$ cat src/rtl/smart_led_pkg.sv
// Shared types and defaults for the smart-LED bit decoder.
// Provides the FSM state enum, pixel width, default timing parameters
// and a helper that classifies which states count as "frame in progress".
package smart_led_pkg;

   localparam int PIXEL_W = 24;

   localparam int DEF_THRESHOLD    = 40;
   localparam int DEF_RESET_CYCLES = 2500;
   localparam int DEF_MAX_HIGH     = 255;
   localparam int DEF_CNT_W        = 12;

   typedef enum logic [2:0] {
      ST_SYNC,
      ST_IDLE,
      ST_HIGH,
      ST_LOW,
      ST_FORWARD
   } state_t;

   // SYNC and IDLE are the only states outside a frame.
   function automatic logic is_busy(input state_t s);
      return (s == ST_HIGH) || (s == ST_LOW) || (s == ST_FORWARD);
   endfunction

endpackage

$ cat src/rtl/smart_led_bit_decoder_if.sv
// Bus bundle between the input selector / PWM stage and the decoder.
// Signals: din (serial in), rgb_out/rgb_valid (latched pixel + pulse),
// dout (forwarded stream), busy (frame in progress), err (error pulse).
// slave = decoder side, master = the environment driving din.
interface smart_led_bit_decoder_if;
   import smart_led_pkg::*;

   logic               din;
   logic [PIXEL_W-1:0] rgb_out;
   logic               rgb_valid;
   logic               dout;
   logic               busy;
   logic               err;

   modport master (
      output din,
      input  rgb_out, rgb_valid, dout, busy, err
   );

   modport slave (
      input  din,
      output rgb_out, rgb_valid, dout, busy, err
   );

endinterface

$ cat src/rtl/smart_led_pulse_timer.sv
// Pulse timer: registers din, detects rise/fall, and counts cycles since the last edge.
// Latency: rise/fall are combinational from din_i vs din_q; count is registered.
// Backpressure: none, free-running on every clk.
// Ports: clk, rst (async active-high), din_i; rise_o, fall_o, din_q_o, cnt_o.
module smart_led_pulse_timer
   import smart_led_pkg::*;
#(
   parameter int CNT_W = DEF_CNT_W
) (
   input  logic             clk,
   input  logic             rst,
   input  logic             din_i,
   output logic             rise_o,
   output logic             fall_o,
   output logic             din_q_o,
   output logic [CNT_W-1:0] cnt_o
);

   logic             din_q;
   logic [CNT_W-1:0] cnt_q;
   logic [CNT_W-1:0] cnt_d;

   assign rise_o  = din_i & ~din_q;
   assign fall_o  = ~din_i & din_q;
   assign din_q_o = din_q;
   assign cnt_o   = cnt_q;

   // Loading 1 on an edge means that, on the cycle a fall is seen, the
   // count equals the number of cycles din was sampled high.
   always_comb begin
      cnt_d = cnt_q;
      if (rise_o || fall_o) begin
         cnt_d = CNT_W'(1);
      end else if (cnt_q != {CNT_W{1'b1}}) begin
         cnt_d = cnt_q + CNT_W'(1);
      end
   end

   always_ff @(posedge clk or posedge rst) begin
      if (rst) begin
         din_q <= 1'b0;
         cnt_q <= '0;
      end else begin
         din_q <= din_i;
         cnt_q <= cnt_d;
      end
   end

endmodule

$ cat src/rtl/smart_led_bit_decoder.sv
// Smart-LED bit decoder: pulse-width decode of 24 bits into a pixel, forwards later bits.
// Latency: bit shifted on the cycle the fall is seen; rgb_valid 1 cycle after last gap sample.
// Backpressure: none; rgb_valid is a single-cycle pulse the consumer must take.
// Ports: clk, rst (async active-high), led_if (slave): din in; rgb_out, rgb_valid,
// dout, busy, err out. All outputs registered.
// Build option: SMART_LED_FORWARD_EN enables dout forwarding; otherwise dout is 0.
module smart_led_bit_decoder
   import smart_led_pkg::*;
#(
   parameter int THRESHOLD    = DEF_THRESHOLD,
   parameter int RESET_CYCLES = DEF_RESET_CYCLES,
   parameter int MAX_HIGH     = DEF_MAX_HIGH,
   parameter int CNT_W        = DEF_CNT_W
) (
   input  logic                    clk,
   input  logic                    rst,
   smart_led_bit_decoder_if.slave  led_if
);

   localparam int BIT_W = $clog2(PIXEL_W + 1);

   // Compare against terminal-1 so the event fires on the edge that samples
   // the terminal cycle itself, letting a coincident rise take priority.
   localparam logic [CNT_W-1:0] GAP_TC  = CNT_W'(RESET_CYCLES - 1);
   localparam logic [CNT_W-1:0] HIGH_TC = CNT_W'(MAX_HIGH - 1);
   localparam logic [CNT_W-1:0] THR     = CNT_W'(THRESHOLD);

   logic             rise;
   logic             fall;
   logic             din_q;
   logic [CNT_W-1:0] cnt;

   smart_led_pulse_timer #(
      .CNT_W (CNT_W)
   ) u_timer (
      .clk     (clk),
      .rst     (rst),
      .din_i   (led_if.din),
      .rise_o  (rise),
      .fall_o  (fall),
      .din_q_o (din_q),
      .cnt_o   (cnt)
   );

   state_t             state_q, state_d;
   logic [BIT_W-1:0]   bitcnt_q, bitcnt_d;
   logic [PIXEL_W-1:0] shreg_q, shreg_d;
   logic [PIXEL_W-1:0] rgb_q, rgb_d;
   logic               rgb_vld_q, rgb_vld_d;
   logic               err_q, err_d;
   logic               busy_q, busy_d;

   logic gap_done;
   logic stuck;
   logic bit_val;

   // Current cycle is the RESET_CYCLES-th consecutive low sample.
   assign gap_done = ~din_q & ~rise & (cnt == GAP_TC);
   // Current cycle is the MAX_HIGH-th consecutive high sample.
   assign stuck    = din_q & ~fall & (cnt == HIGH_TC);
   assign bit_val  = (cnt >= THR);

   always_comb begin
      state_d   = state_q;
      bitcnt_d  = bitcnt_q;
      shreg_d   = shreg_q;
      rgb_d     = rgb_q;
      rgb_vld_d = 1'b0;
      err_d     = 1'b0;

      case (state_q)
         ST_SYNC: begin
            if (gap_done) state_d = ST_IDLE;
         end
         ST_IDLE: begin
            if (rise) state_d = ST_HIGH;
         end
         ST_HIGH: begin
            if (fall) begin
               shreg_d  = {shreg_q[PIXEL_W-2:0], bit_val};
               bitcnt_d = bitcnt_q + BIT_W'(1);
               state_d  = (bitcnt_q == BIT_W'(PIXEL_W - 1)) ? ST_FORWARD : ST_LOW;
            end else if (stuck) begin
               err_d    = 1'b1;
               bitcnt_d = '0;
               state_d  = ST_SYNC;
            end
         end
         ST_LOW: begin
            if (rise) begin
               state_d = ST_HIGH;
            end else if (gap_done) begin
               // Gap arrived before 24 bits: drop the partial pixel.
               if (bitcnt_q != '0) err_d = 1'b1;
               shreg_d  = '0;
               bitcnt_d = '0;
               state_d  = ST_IDLE;
            end
         end
         ST_FORWARD: begin
            if (gap_done) begin
               rgb_d     = shreg_q;
               rgb_vld_d = 1'b1;
               bitcnt_d  = '0;
               state_d   = ST_IDLE;
            end
         end
         default: begin
            state_d = ST_SYNC;
         end
      endcase

      busy_d = is_busy(state_d);
   end

   always_ff @(posedge clk or posedge rst) begin
      if (rst) begin
         state_q   <= ST_SYNC;
         bitcnt_q  <= '0;
         shreg_q   <= '0;
         rgb_q     <= '0;
         rgb_vld_q <= 1'b0;
         err_q     <= 1'b0;
         busy_q    <= 1'b0;
      end else begin
         state_q   <= state_d;
         bitcnt_q  <= bitcnt_d;
         shreg_q   <= shreg_d;
         rgb_q     <= rgb_d;
         rgb_vld_q <= rgb_vld_d;
         err_q     <= err_d;
         busy_q    <= busy_d;
      end
   end

`ifdef SMART_LED_FORWARD_EN
   logic dout_q, dout_d;

   // Registering din while FORWARD is the next state makes dout equal din_q
   // for every cycle spent in FORWARD, i.e. din delayed by one cycle.
   always_comb begin
      dout_d = (state_d == ST_FORWARD) & led_if.din;
   end

   always_ff @(posedge clk or posedge rst) begin
      if (rst) dout_q <= 1'b0;
      else     dout_q <= dout_d;
   end

   assign led_if.dout = dout_q;
`else
   assign led_if.dout = 1'b0;
`endif

   assign led_if.rgb_out   = rgb_q;
   assign led_if.rgb_valid = rgb_vld_q;
   assign led_if.err       = err_q;
   assign led_if.busy      = busy_q;

endmodule

$ cat src/flat_wrapper.sv
// flat-port wrapper written by rule: the top's interface ports become plain ports
module smart_led_bit_decoder_flat import smart_led_pkg::*;
#(
   parameter int THRESHOLD    = DEF_THRESHOLD,
   parameter int RESET_CYCLES = DEF_RESET_CYCLES,
   parameter int MAX_HIGH     = DEF_MAX_HIGH,
   parameter int CNT_W        = DEF_CNT_W
)
  (clk, rst, led_if_din, led_if_rgb_out, led_if_rgb_valid, led_if_dout, led_if_busy, led_if_err);
  smart_led_bit_decoder_if led_if_i ();
  input  logic clk;
  input  logic rst;
  input wire logic [$bits(led_if_i.din)-1:0] led_if_din;
  output wire logic [$bits(led_if_i.rgb_out)-1:0] led_if_rgb_out;
  output wire logic [$bits(led_if_i.rgb_valid)-1:0] led_if_rgb_valid;
  output wire logic [$bits(led_if_i.dout)-1:0] led_if_dout;
  output wire logic [$bits(led_if_i.busy)-1:0] led_if_busy;
  output wire logic [$bits(led_if_i.err)-1:0] led_if_err;
  assign led_if_i.din = led_if_din;
  assign led_if_rgb_out = led_if_i.rgb_out;
  assign led_if_rgb_valid = led_if_i.rgb_valid;
  assign led_if_dout = led_if_i.dout;
  assign led_if_busy = led_if_i.busy;
  assign led_if_err = led_if_i.err;
  smart_led_bit_decoder #(.THRESHOLD(THRESHOLD), .RESET_CYCLES(RESET_CYCLES), .MAX_HIGH(MAX_HIGH), .CNT_W(CNT_W)) u_core (.clk(clk), .rst(rst), .led_if(led_if_i));
endmodule
$ cat config.mk
export PLATFORM = sky130hd
export DESIGN_NAME = smart_led_bit_decoder_flat
export DESIGN_NICKNAME = d
export VERILOG_FILES = /design/src/rtl/smart_led_pkg.sv /design/src/rtl/smart_led_bit_decoder_if.sv /design/src/rtl/smart_led_pulse_timer.sv /design/src/rtl/smart_led_bit_decoder.sv /design/src/flat_wrapper.sv
export SDC_FILE = /design/constraint.sdc
export NUM_CORES = 1
export LEC_CHECK = 0
export CORE_ASPECT_RATIO = 1.25
export CORE_MARGIN = 5
export CORE_UTILIZATION = 45
export CTS_CLUSTER_DIAMETER = 50
export DETAILED_ROUTE_END_ITERATION = 10
export PLACE_DENSITY = 0.65
export SLEW_MARGIN = 20
export SYNTH_ARGS = -nofsm -noshare
export SYNTH_HDL_FRONTEND = slang
export SYNTH_SLANG_ARGS = --single-unit
$ cat constraint.sdc
create_clock -name clk -period 2.95 [get_ports clk]
set_input_delay 0.59 -clock clk [delete_from_list [all_inputs] [get_ports clk]]
set_output_delay 0.59 -clock clk [all_outputs]
set_load 0.02 [all_outputs]
After elaboration in Yosys (flattened, before gate mapping):

Cells that the tools add are included.

* flip-flop bits (word level): 72
* output and inout bits: 28
* word-level logic and storage cells: 75

* $add $sub $neg: 2
* magnitude comparators: 1
* equal/unequal tests: 15
* multiplexer cells: 26
* bitwise operators: 10
* reduce and logical (&&, ||, !) cells: 12

Operator list (number)
* 24-bit 2-to-1 mux: 3
* 24-bit one-hot mux with 2 select lines: 1
* 12-bit 2-to-1 mux: 2
* 5-bit 2-to-1 mux: 4
* 3-bit 2-to-1 mux: 6
* 5-bit one-hot mux with 3 select lines: 1
* 12-bit by 1-bit adder with 12-bit output (second input constant): 1
* 12-bit equality test (second input constant): 1
* 12-bit by 8-bit equality test with 1-bit output (second input constant): 1
* 3-bit by 2-bit equality test with 1-bit output (second input constant): 4
* 12-bit by 6-bit >= comparator with 1-bit output (second input constant): 1
* 12-bit inequality test (second input constant): 1
* 3-bit one-hot mux with 4 select lines: 1
* 1-bit 2-to-1 mux: 7
* 1-bit bitwise AND: 6
* 3-bit equality test (second input constant): 2
* 5-bit by 1-bit adder with 5-bit output (second input constant): 1
* 5-bit equality test (second input constant): 1
* 5-bit nonzero test: 1
* 2-bit by 1-bit inequality test with 1-bit output (second input constant): 2
* 1-bit inverter: 4
* 4-bit AND reduction: 1
* 2-bit nonzero test: 2
* 3-bit by 1-bit equality test with 1-bit output (second input constant): 1
* 9 further kinds: 11

Logic depth before layout (Yosys ltp):

Gate-level depths: netlist (run 1).

* word-level depth: 11
* depth in mapped cells: 7

Hierarchy:

Synthesis (run 1) repeated with hierarchy kept, for this count alone.

* cell total of the unflattened synthesis: 264
* area total of the unflattened synthesis: 3285.7 µm²

By module, submodules not included
* smart_led_bit_decoder: times used 1, cells each 192, area an instance 2578.7 µm², sequential area each 1476.4 µm²
* smart_led_pulse_timer: times used 1, cells each 72, area an instance 706.9 µm², sequential area each 325.3 µm²

Worst setup path after synthesis (run 1):

OpenSTA, ideal clock, no wires.

* kind: input-to-reg
* from: input led_if_din
* to: register u_core.rgb_q[0] (netlist: u_core.led_if.rgb_out[0])
* setup time: 0.125 ns
* data arrival time: 1.942 ns
* required time: 2.825 ns
* setup slack: 0.884 ns
* stages: 7
* buffers on the path: 1
* path through: inv_1 ha_1 and4b_1 nand4_1 nor2_2 buf_2 mux2_2

* cells in the longest elaborated chain, start to end: 5

RTL lines
* from (decl): line flat_wrapper.sv:13 `input wire logic [$bits(led_if_i.din)-1:0] led_if_din;`
* 1-bit bitwise AND: line smart_led_pulse_timer.sv:23 `assign rise_o = din_i & ~din_q;`
* 1-bit inverter: line smart_led_bit_decoder.sv:58 `assign gap_done = ~din_q & ~rise & (cnt == GAP_TC);`
* 1-bit bitwise AND (2 in a row): line smart_led_bit_decoder.sv:58
* 2-bit AND reduction (no source line)
* to (signal assigned): line smart_led_bit_decoder.sv:129 `rgb_q <= rgb_d;`
* to (decl): line smart_led_bit_decoder.sv:48 `logic [PIXEL_W-1:0] rgb_q, rgb_d;`

Every way passes these cells.
A chain may end at the register's enable or synchronous reset.

Final worst setup path (run 1):

* from: input led_if_din
* to: register u_core.rgb_q[10] (netlist: u_core.led_if.rgb_out[10])

The elaborated chain is that of the path after synthesis.

==> results of run 1 <==
## final cells by class
type	instances	share of cell area, %
Sequential cell	72	47.32
Multi-Input combinational cell	162	33.68
Timing Repair Buffer	35	9.464
Clock buffer	11	3.713
Tap cell	90	2.958
Clock inverter	5	1.479
Inverter	14	1.380
## power groups by stage
stage	registers (mW)	logic [mW]	clock network [mW]
after floorplan	1.09	0.258	0
after global placement	1.12	0.325	0
after detailed placement	1.12	0.332	0
after CTS	1.10	0.333	0.800
after global routing	1.11	0.373	0.847
final	1.10	0.327	0.772
## cells in the mapped netlist (all sizes together), types with 2 or more instances
| cell type | count | share of area (%) |
|---|---|---|
| dfrtp | 72 | 56 |
| mux2 | 24 | 8.4 |
| a22o | 23 | 6.3 |
| inv | 14 | 1.6 |
| clkbuf | 12 | 1.4 |
| nor2 | 10 | 1.2 |
| ha | 9 | 3.5 |
| nand2 | 9 | 1.1 |
| o21ai | 9 | 1.4 |
| a21oi | 6 | 0.94 |
| a31oi | 5 | 0.98 |
| buf | 5 | 0.86 |
| nand3 | 5 | 0.78 |
| nor4 | 4 | 0.78 |
| nor4b | 4 | 1.1 |
| xnor2 | 4 | 1.1 |
| and2 | 3 | 0.59 |
| and4 | 3 | 0.82 |
| nand4 | 3 | 0.59 |
| nor3 | 3 | 0.47 |
| o31ai | 3 | 0.70 |
| or3 | 3 | 0.59 |
| or4 | 3 | 0.82 |
| a211oi | 2 | 0.47 |
| and4b | 2 | 0.62 |
| nand2b | 2 | 0.39 |
| nand3b | 2 | 0.47 |
| nor3b | 2 | 0.47 |
| o2bb2ai | 2 | 0.55 |
## per-stage QoR
stage / hold WS [ns] / power [mW] / utilization [%] / instances
2_1_floorplan: 0.4606 / 1.347 / - / 265
3_3_place_gp: 0.4812 / 1.441 / 52.06 / 373
3_5_place_dp: 0.4895 / 1.449 / 52.06 / 373
4_1_cts: 0.5073 / 2.231 / 54.91 / 389
5_1_grt: 0.5228 / 2.329 / 54.91 / 389
6_report: 0.5048 / 2.199 / 54.91 / 389
## kinds of logic (layout without fill, tap and decap cells)
kind of cell               count (synthesis)  count (layout)
DFF                                       72              72
and+or+nand+nor                           63              63
AOI/OAI and AO/OA                         60              60
buffers and inverters                     31              65
muxes                                     25              25
adders and majority gates                  9               9
xor gates and xnor gates                   4               4
other                                      1               1
## how the worst min path moves through the flow
stage                                   from                       end  slack (ns)  cells after the start
finish              u_core.led_if.rgb_out[6]  u_core.led_if.rgb_out[6]        0.50                      1
global route              u_core.shreg_q[23]        u_core.shreg_q[23]        0.52                      1
CTS                       u_core.shreg_q[23]        u_core.shreg_q[23]        0.51                      1
detailed placement        u_core.shreg_q[23]        u_core.shreg_q[23]        0.49                      1
global placement          u_core.shreg_q[23]        u_core.shreg_q[23]        0.48                      1
floorplan                 u_core.shreg_q[23]        u_core.shreg_q[23]        0.46                      1
## placed cells by master (no fill, tap or decap), types with 2 or more instances in the layout
cell                              count
sky130_fd_sc_hd__inv_1               13
sky130_fd_sc_hd__xnor2_1              4
sky130_fd_sc_hd__nand3b_1             2
sky130_fd_sc_hd__clkinv_2             2
sky130_fd_sc_hd__and4b_1              2
sky130_fd_sc_hd__mux2_2              24
sky130_fd_sc_hd__o31ai_1              3
sky130_fd_sc_hd__nand2_1              9
sky130_fd_sc_hd__nor2_1               9
sky130_fd_sc_hd__nand2b_1             2
sky130_fd_sc_hd__buf_12               2
sky130_fd_sc_hd__clkdlybuf4s50_1     29
sky130_fd_sc_hd__nand4_1              3
sky130_fd_sc_hd__nor4_1               4
sky130_fd_sc_hd__clkbuf_8            10
sky130_fd_sc_hd__nor4b_1              4
sky130_fd_sc_hd__nor3_1               3
sky130_fd_sc_hd__a211oi_1             2
sky130_fd_sc_hd__ha_1                 9
sky130_fd_sc_hd__o21ai_0              8
sky130_fd_sc_hd__a21oi_1              6
sky130_fd_sc_hd__or4_1                2
sky130_fd_sc_hd__and2_1               3
sky130_fd_sc_hd__nand3_1              5
sky130_fd_sc_hd__dfrtp_1             72
sky130_fd_sc_hd__a31oi_1              5
sky130_fd_sc_hd__or3_1                3
sky130_fd_sc_hd__nor3b_1              2
sky130_fd_sc_hd__buf_4                4
sky130_fd_sc_hd__and4_1               3
sky130_fd_sc_hd__a22o_1              23
## per-layer routing
layer	wire, µm	vias to the layer above	track usage [%]
met5	0	-	0
met4	94	0	6.222
met3	224	7	4.517
met2	2943	34	22.67
met1	2748	1073	18.29
li1	-	1043	-
## registers in the layout, summed over array words and instances, names as in the netlist
name                     cells
u_core.state_q               3
u_core.led_if.rgb_out       24
u_core.bitcnt_q              5
u_core.shreg_q              24
u_core.led_if.busy           1
u_core.led_if.err            1
u_core.led_if.rgb_valid      1
u_core.u_timer.din_q_o       1
u_core.u_timer.cnt_o        12
==> summary by stage, run 1 <==
Timing
The maximum frequency from static timing analysis is 448.2 MHz. The worst path setup slack after routing is 0.7187 ns. The max-slew violation count is 0. The share of the cycle needed by the critical path after routing is 75.64%. Setup total negative slack on the finished layout was measured at 0 ns.

Setup repair after global routing left no endpoint under its margin. The final hold violation count came to 0. Counting I/O delays and the setup requirement, the final critical path takes 2.231 ns. Measured against its own limit, the worst slew margin works out to 59.42%. The count of final setup violators is 0. The post-route clock skew is 0.006614 ns. The actual transition at the worst max-transition pin is 0.6078 ns.

Global route
The largest net degree at the start of global routing is 36. The initial antenna violation count came to 0. The first global-routing pass estimated 10.27 mm of wire. The total grt overflow is 0.

In the global route stage, overall resource usage came out at 14.47%. The number of global-route vias before repair is 2,117.

Detailed routing
The average vias per placed instance is 5.545. For this block, the initial DRC count from the detailed router was 80. The first detailed-routing pass took 4 iterations. In the final routed layout, each cell accounts on average for 15.45 µm. The routed wire length is 6.010 mm. The final route contains 2,157 vias.

The DRC violations left is 0. The post-route antenna net violation count is 0.

Layout
At the end of the flow, the number of nets in the layout was 306. Summing all multi-input logic gate instances after layout gives 1282 µm². Relative to the synthesized area, the layout overhead comes to 18.82%. The filler cell count in the final layout is 595. The register area is 1802 µm². The share of cells above drive strength 1 is 17.06%. Once layout is done, the placed cells without fillers occupy 3807 µm². The number of antenna diodes in the final layout is 0.

Critical path
The type of element capturing the critical path is a register. The dominant delay contributor by cell family on the critical path is buffers and inverters. The class of the most critical setup path is primary input to register.

In this run the critical register-to-register path is captured at u_core.bitcnt_q[3]. The worst setup path is launched from a primary input. The slack of the worst reg-to-reg path is 0.84 ns. The number of stages on the worst setup path is 8. Walking the worst path, the cells encountered are clkdlybuf4s50_1 > inv_1 > ha_1 > and4b_1 > nand4_1 > nor2_2 > buf_12 > mux2_2. The number of cells on the worst reg-to-reg path is 4. For this run, the slowest stage of the critical path takes 0.47 ns. Data on the critical path arrives at its endpoint at 2.46 ns. The worst setup path endpoint is u_core.led_if.rgb_out[10].

Along the worst path, the maximum fanout reaches 24. The buffers plus inverters on the worst setup path is 3. In this run the critical register-to-register path is launched from u_core.u_timer.cnt_o[8].

On the critical path, the stage with the largest delay is an instance of sky130_fd_sc_hd__clkdlybuf4s50_1. STA puts the critical path data required time at 3.18 ns. The beginning of the critical path is led_if_din.

Floorplan
The I/O pin count is 31. The core area is 6934 µm². The initial utilization of the core area, before any placement, comes to 46.21%.

From left edge to right edge, the die measures 85.48 µm. The full die area is 8919 µm². The die height is 104.3 µm. The number of rows created at floorplan is 34.

Yosys
The number of synthesis warnings is 0. The area share of xor/xnor cells in the synthesized design is 1.093%. For this run, the leading register cell type out of synthesis is sky130_fd_sc_hd__dfrtp_1.

The count of flip-flops with a built-in enable after synthesis is 0. A synthesized cell averages 12.09 µm². Synthesis instantiated 51 different standard cells from the library. Summing the areas of all fa, ha and maj instances in the mapped netlist gives 3.514% of the synthesized area. The multiplexer share of the synthesized area is 8.747%.

The synthesized design contains 72 register bits. The synthesized area is 3204 µm². After synthesis, the largest family of logic cells by area is compound AO/OA/AOI/OAI gates. The total nets after synthesis is 277. The post-synthesis sequential area ratio is 56.23%. The post-synthesis simple-gate area fraction is 11.99%.

The post-synthesis compound-gate area fraction is 14.37%. The fraction of registers with async set or reset after synthesis is 100.0%. The number of instances in the synthesized netlist is 265.

Placement
The placed instances occupy a cell area of 3610 µm². Before CTS, the worst setup slack after placement is 0.3506 ns. Once detailed placement completed, the half-perimeter wirelength came to 4.150 mm. Buffers placed on the I/O ports in this run total 29.

At the end of routability-driven placement, the weighted congestion stood at 0.8619.

Power and ir drop
The internal power of the cells totals 1.575 mW. The share of total power in sequential cells is 50.0%. Of the total power, combinational logic draws 14.9%. The power density over the cells is 577.6 nW/µm². The switching component of the power is 0.6240 mW. Of the total power, the share spent switching nets is 28.37%. The peak ir drop on the vdd network is 0.0003066 V.

In this run the static leakage power is 1.709 nW. The clock share of power is 35.1%.

Clocking
The clock-pin transition on the worst setup and hold timing paths is 0.07 ns. Hold repair after CTS inserted 0 buffers. In this run the number of H-tree levels came out at 3.

The TritonCTS clock tree is done. Buffers inserted during clock tree synthesis total 9. In this run the clock root is driven by a sky130_fd_sc_hd__clkbuf_8. The clock network latency to the later pin of the worst-skew pair is 0.34 ns. The longest clock path from root to sink contains 2 buffers. The count of cells resized by post-cts repair is 0. The number of sinks driven by the clock tree is 72. Buffers added to address setup during post-CTS repair amount to 0.

Min path
The tightest min-delay check is of the register to register type.

Job
The tool flagged a number of max-cap violations equal to 0.

Run status
The flow ran to the end, and the final reports show no timing, DRC or antenna violations.
Note: power is estimated with default switching activity, not from simulation.
==> inputs of run 2 (changes only) <==
- PLACE_DENSITY: 0.65 -> 0.68
- clock period: 2.95 -> 1.9 ns (I/O delays scaled with it)
==> run 2 against run 1 <==
The run now ends with negative setup slack left. Non-clock buffer count up 35. Worst setup slack worse by 0.76 ns. Wire length up 13%. Sequential power up 55%. Core utilization up 6.6 points. Count of clock-buffer cells in the layout down 1. Die area unchanged. Clock skew about the same. Sequential share of layout area down 5.0 points. Clock power up 96%. Final area up 12%.
==> summary by stage, run 2 (synthesized netlist as in run 1, its figures left out) <==
Min path
The type of the tightest min-delay check was primary input to async pin (was register to register).

Floorplan
The floorplan die width came to 85.48 µm (unchanged). The I/O pin count was 31 (unchanged). The die height is 104.3 µm (unchanged). The core area is 6934 µm² (unchanged). The number of rows created at floorplan is 34 (unchanged). The effective utilization at floorplan is 46.21% (unchanged). The full die area is 8919 µm² (unchanged).

Power and ir drop
The reported leakage power came to 1.943 nW (was 1.709 nW). The power density over the cells is 911.4 nW/µm² (was 577.6 nW/µm²). The overall power of the completed layout came to 3.884 mW (was 2.199 mW). The peak ir drop on the vdd network is 0.0004901 V (was 0.0003066 V).

Clocking
The buffer type at the clock tree root is sky130_fd_sc_hd__clkbuf_8 (unchanged). The hold-fix buffer count after cts came to 0 (unchanged). The TritonCTS clock tree was done (unchanged). The number of buffers on the longest clock path is 2 (unchanged). The total CTS buffers came to 9 (unchanged). The clock-pin transition on the worst setup and hold timing paths is 0.08 ns (was 0.07 ns). The number of sinks driven by the clock tree is 72 (unchanged). The clock network latency to the later pin of the worst-skew pair is 0.35 ns (was 0.34 ns). The number of H-tree levels was 3 (unchanged).

Critical path
The type of element capturing the critical path is a register (unchanged). The biggest cell delay along the critical path is 0.41 ns (was 0.47 ns). The data arrival time at the worst-slack endpoint came to 2.18 ns (was 2.46 ns). The slack of the worst reg-to-reg path is -0.04 ns (was 0.84 ns).

The worst reg2reg path startpoint is u_core.u_timer.din_q_o (was u_core.u_timer.cnt_o[8]). The worst-path maximum fanout was 12 (was 24). The data required time of the critical path came to 2.13 ns (was 3.18 ns). The kind of start point of the critical path was a register (was primary input). The beginning of the critical path is u_core.u_timer.din_q_o (was led_if_din). Cells traversed along the worst timing path: inv_2 > ha_4 > and4b_1 > nand4_1 > nor2_4 > clkbuf_16 > mux2_2 (was clkdlybuf4s50_1 > inv_1 > ha_1 > and4b_1 > nand4_1 > nor2_2 > buf_12 > mux2_2). The class of the most critical setup path was register to register (was primary input to register). The cell with the largest stage delay on the worst path is sky130_fd_sc_hd__dfrtp_1 (was sky130_fd_sc_hd__clkdlybuf4s50_1).

Placement
The port buffer count is 29 (unchanged). The last weighted congestion value of the routability-driven placer is 0.9022 (was 0.8619). The detailed placer's ending HPWL was 4.386 mm (was 4.150 mm).

Timing
Counting I/O delays and the setup requirement, the final critical path takes 1.945 ns. The post-route clock skew is 0.006208 ns (was 0.006614 ns). The max-slew headroom at the worst pin is 66.28% (was 59.42%). Setup repair after global routing missed its margin: yes (was no).

The total negative setup slack is -0.6044 ns (was 0 ns). The actual transition at the worst max-transition pin was 0.5047 ns (was 0.6078 ns). The final hold violation count came to 0 (unchanged).

The count of final setup violators is 24 (was 0). The maximum frequency from static timing analysis is 514.2 MHz. The worst path setup slack after routing is -0.04464 ns (was 0.7187 ns). The max-slew violation count is 0 (unchanged). Dividing the final minimum period by the clock period gives 102.3%.

Layout
The most common cell after layout, fill and taps aside is sky130_fd_sc_hd__dfrtp_1 (unchanged). The layout overhead on the synthesized area is 33.00% (was 18.82%). The filler cell count in the final layout is 525 (was 595). The final antenna diode count is 0 (unchanged).

The register area is 1804 µm² (was 1802 µm²). The multi-input logic area is 1334 µm² (was 1282 µm²). The final net count is 341 (was 306). The share of cells above drive strength 1 is 29.34% (was 17.06%). Most frequent cells in the layout: sky130_fd_sc_hd__dfrtp_1 (70), sky130_fd_sc_hd__buf_4 (33), sky130_fd_sc_hd__clkdlybuf4s50_1 (28), sky130_fd_sc_hd__mux2_2 (23), sky130_fd_sc_hd__a22o_1 (23) (was sky130_fd_sc_hd__dfrtp_1 (72), sky130_fd_sc_hd__clkdlybuf4s50_1 (29), sky130_fd_sc_hd__mux2_2 (24), sky130_fd_sc_hd__a22o_1 (23), sky130_fd_sc_hd__inv_1 (13)).

Detailed routing
The length of the first detailed-routing pass in iterations is 4 (unchanged). The post-detailed-route wirelength per cell came to 15.98 µm (was 15.45 µm). The initial detailed-routing violation count is 93 (was 80). The count of vias placed by the detailed router is 2,344 (was 2,157). The routed wire length was 6.775 mm (was 6.010 mm). The average vias per placed instance is 5.528 (was 5.545). The post-route antenna net violation count was 0 (unchanged). The DRC violations left is 0 (unchanged).

Global route
The total grt overflow is 0 (unchanged). The global-route usage over all layers was 15.37% (was 14.47%). The initial antenna violation count is 0 (unchanged). The number of global-route vias before repair is 2,338 (was 2,117). The global-route wire length before repair is 11.00 mm (was 10.27 mm).

The largest net degree at the start of global routing is 25 (was 36).

Run status
The checks that failed: negative setup slack. Status: finished with violations (was completed).

Job
The total of max-cap violations is 0 (unchanged).
[run 2: cell types whose count changed in the layout (fill, tap and decap cells not counted), moves of 3 or more]
cell                      delta
sky130_fd_sc_hd__buf_12      +3
sky130_fd_sc_hd__o21ai_0     -3
sky130_fd_sc_hd__buf_4      +29
sky130_fd_sc_hd__o21ai_1     +3
sky130_fd_sc_hd__and4_1      -3
[run 2: power by group]
group          internal [mW]  switching, mW
registers               1.60         0.0993
clock network          0.915          0.598
logic                  0.315          0.353
[run 2: final timing paths]
| check | end | cells after the start |
|---|---|---|
| min | u_core.bitcnt_q[2] | 2 |
| max reg2reg | u_core.led_if.rgb_out[1] | 7 |
| max | u_core.led_if.rgb_out[1] | 7 |
| max in group asynchronous | u_core.u_timer.cnt_o[3] | 3 |
| min reg2reg | u_core.led_if.rgb_out[5] | 1 |
| min in group clk | u_core.u_timer.din_q_o | 3 |
[run 2: final cells by class]
| type | count | share of cell area (%) |
|---|---|---|
| clock buffer | 10 | 3.230 |
| clock inverter | 6 | 2.701 |
| inverter | 14 | 1.321 |
| multi-input combinational | 162 | 31.30 |
| sequential | 72 | 42.34 |
| tap | 90 | 2.642 |
| timing repair buffer | 70 | 16.47 |
[run 2: layer usage]
layer | GRT usage (%) | vias up | share of wire (%)
met5 | 0 | - | 0
met4 | 7.353 | 0 | 1.9
met3 | 2.853 | 11 | 3.4
met2 | 24.56 | 47 | 50
met1 | 19.92 | 1181 | 44
li1 | - | 1105 | -
[run 2: per-stage QoR]
stage               std cells  hold slack (ns)  setup WS [ns]  util (%)  instance area [µm²]
CTS                       416           0.3988      -0.002164     59.13                 4100
finish                    424           0.3966       -0.04464     61.46                 4262
global route              424           0.4061        -0.1189     61.46                 4262
global placement          400           0.4839        -0.3481     55.49                 3847
detailed placement        400           0.4929        -0.3791     55.49                 3847
floorplan                 265           0.4114       -0.03156         -                 3208
[run 2: critical path, delay by kind of cell, from the launching register on]
| kind | cells | cell delay (ns) |
|---|---|---|
| flops | 1 | 0.41 |
| mux | 1 | 0.33 |
| fa+ha+maj | 1 | 0.12 |
| buf+inv | 2 | 0.32 |
| simple gates | 3 | 0.65 |
[run 2: repair_timing]
item | 4_1_cts | 5_1_grt
buffers inserted | 0 | 6
gates resized for setup | 1 | 21
pin swaps | 0 | 5
endpoints found under the hold margin | 0 | 0
setup endpoints to repair | 7 | 57
gates cloned | 0 | 2
==> inputs of run 3 (changes only) <==
- ABC_CLOCK_PERIOD_IN_PS: unset -> 1900
==> results of run 3 <==
No change in the layout: final DEF, timing and power equal those of run 2.
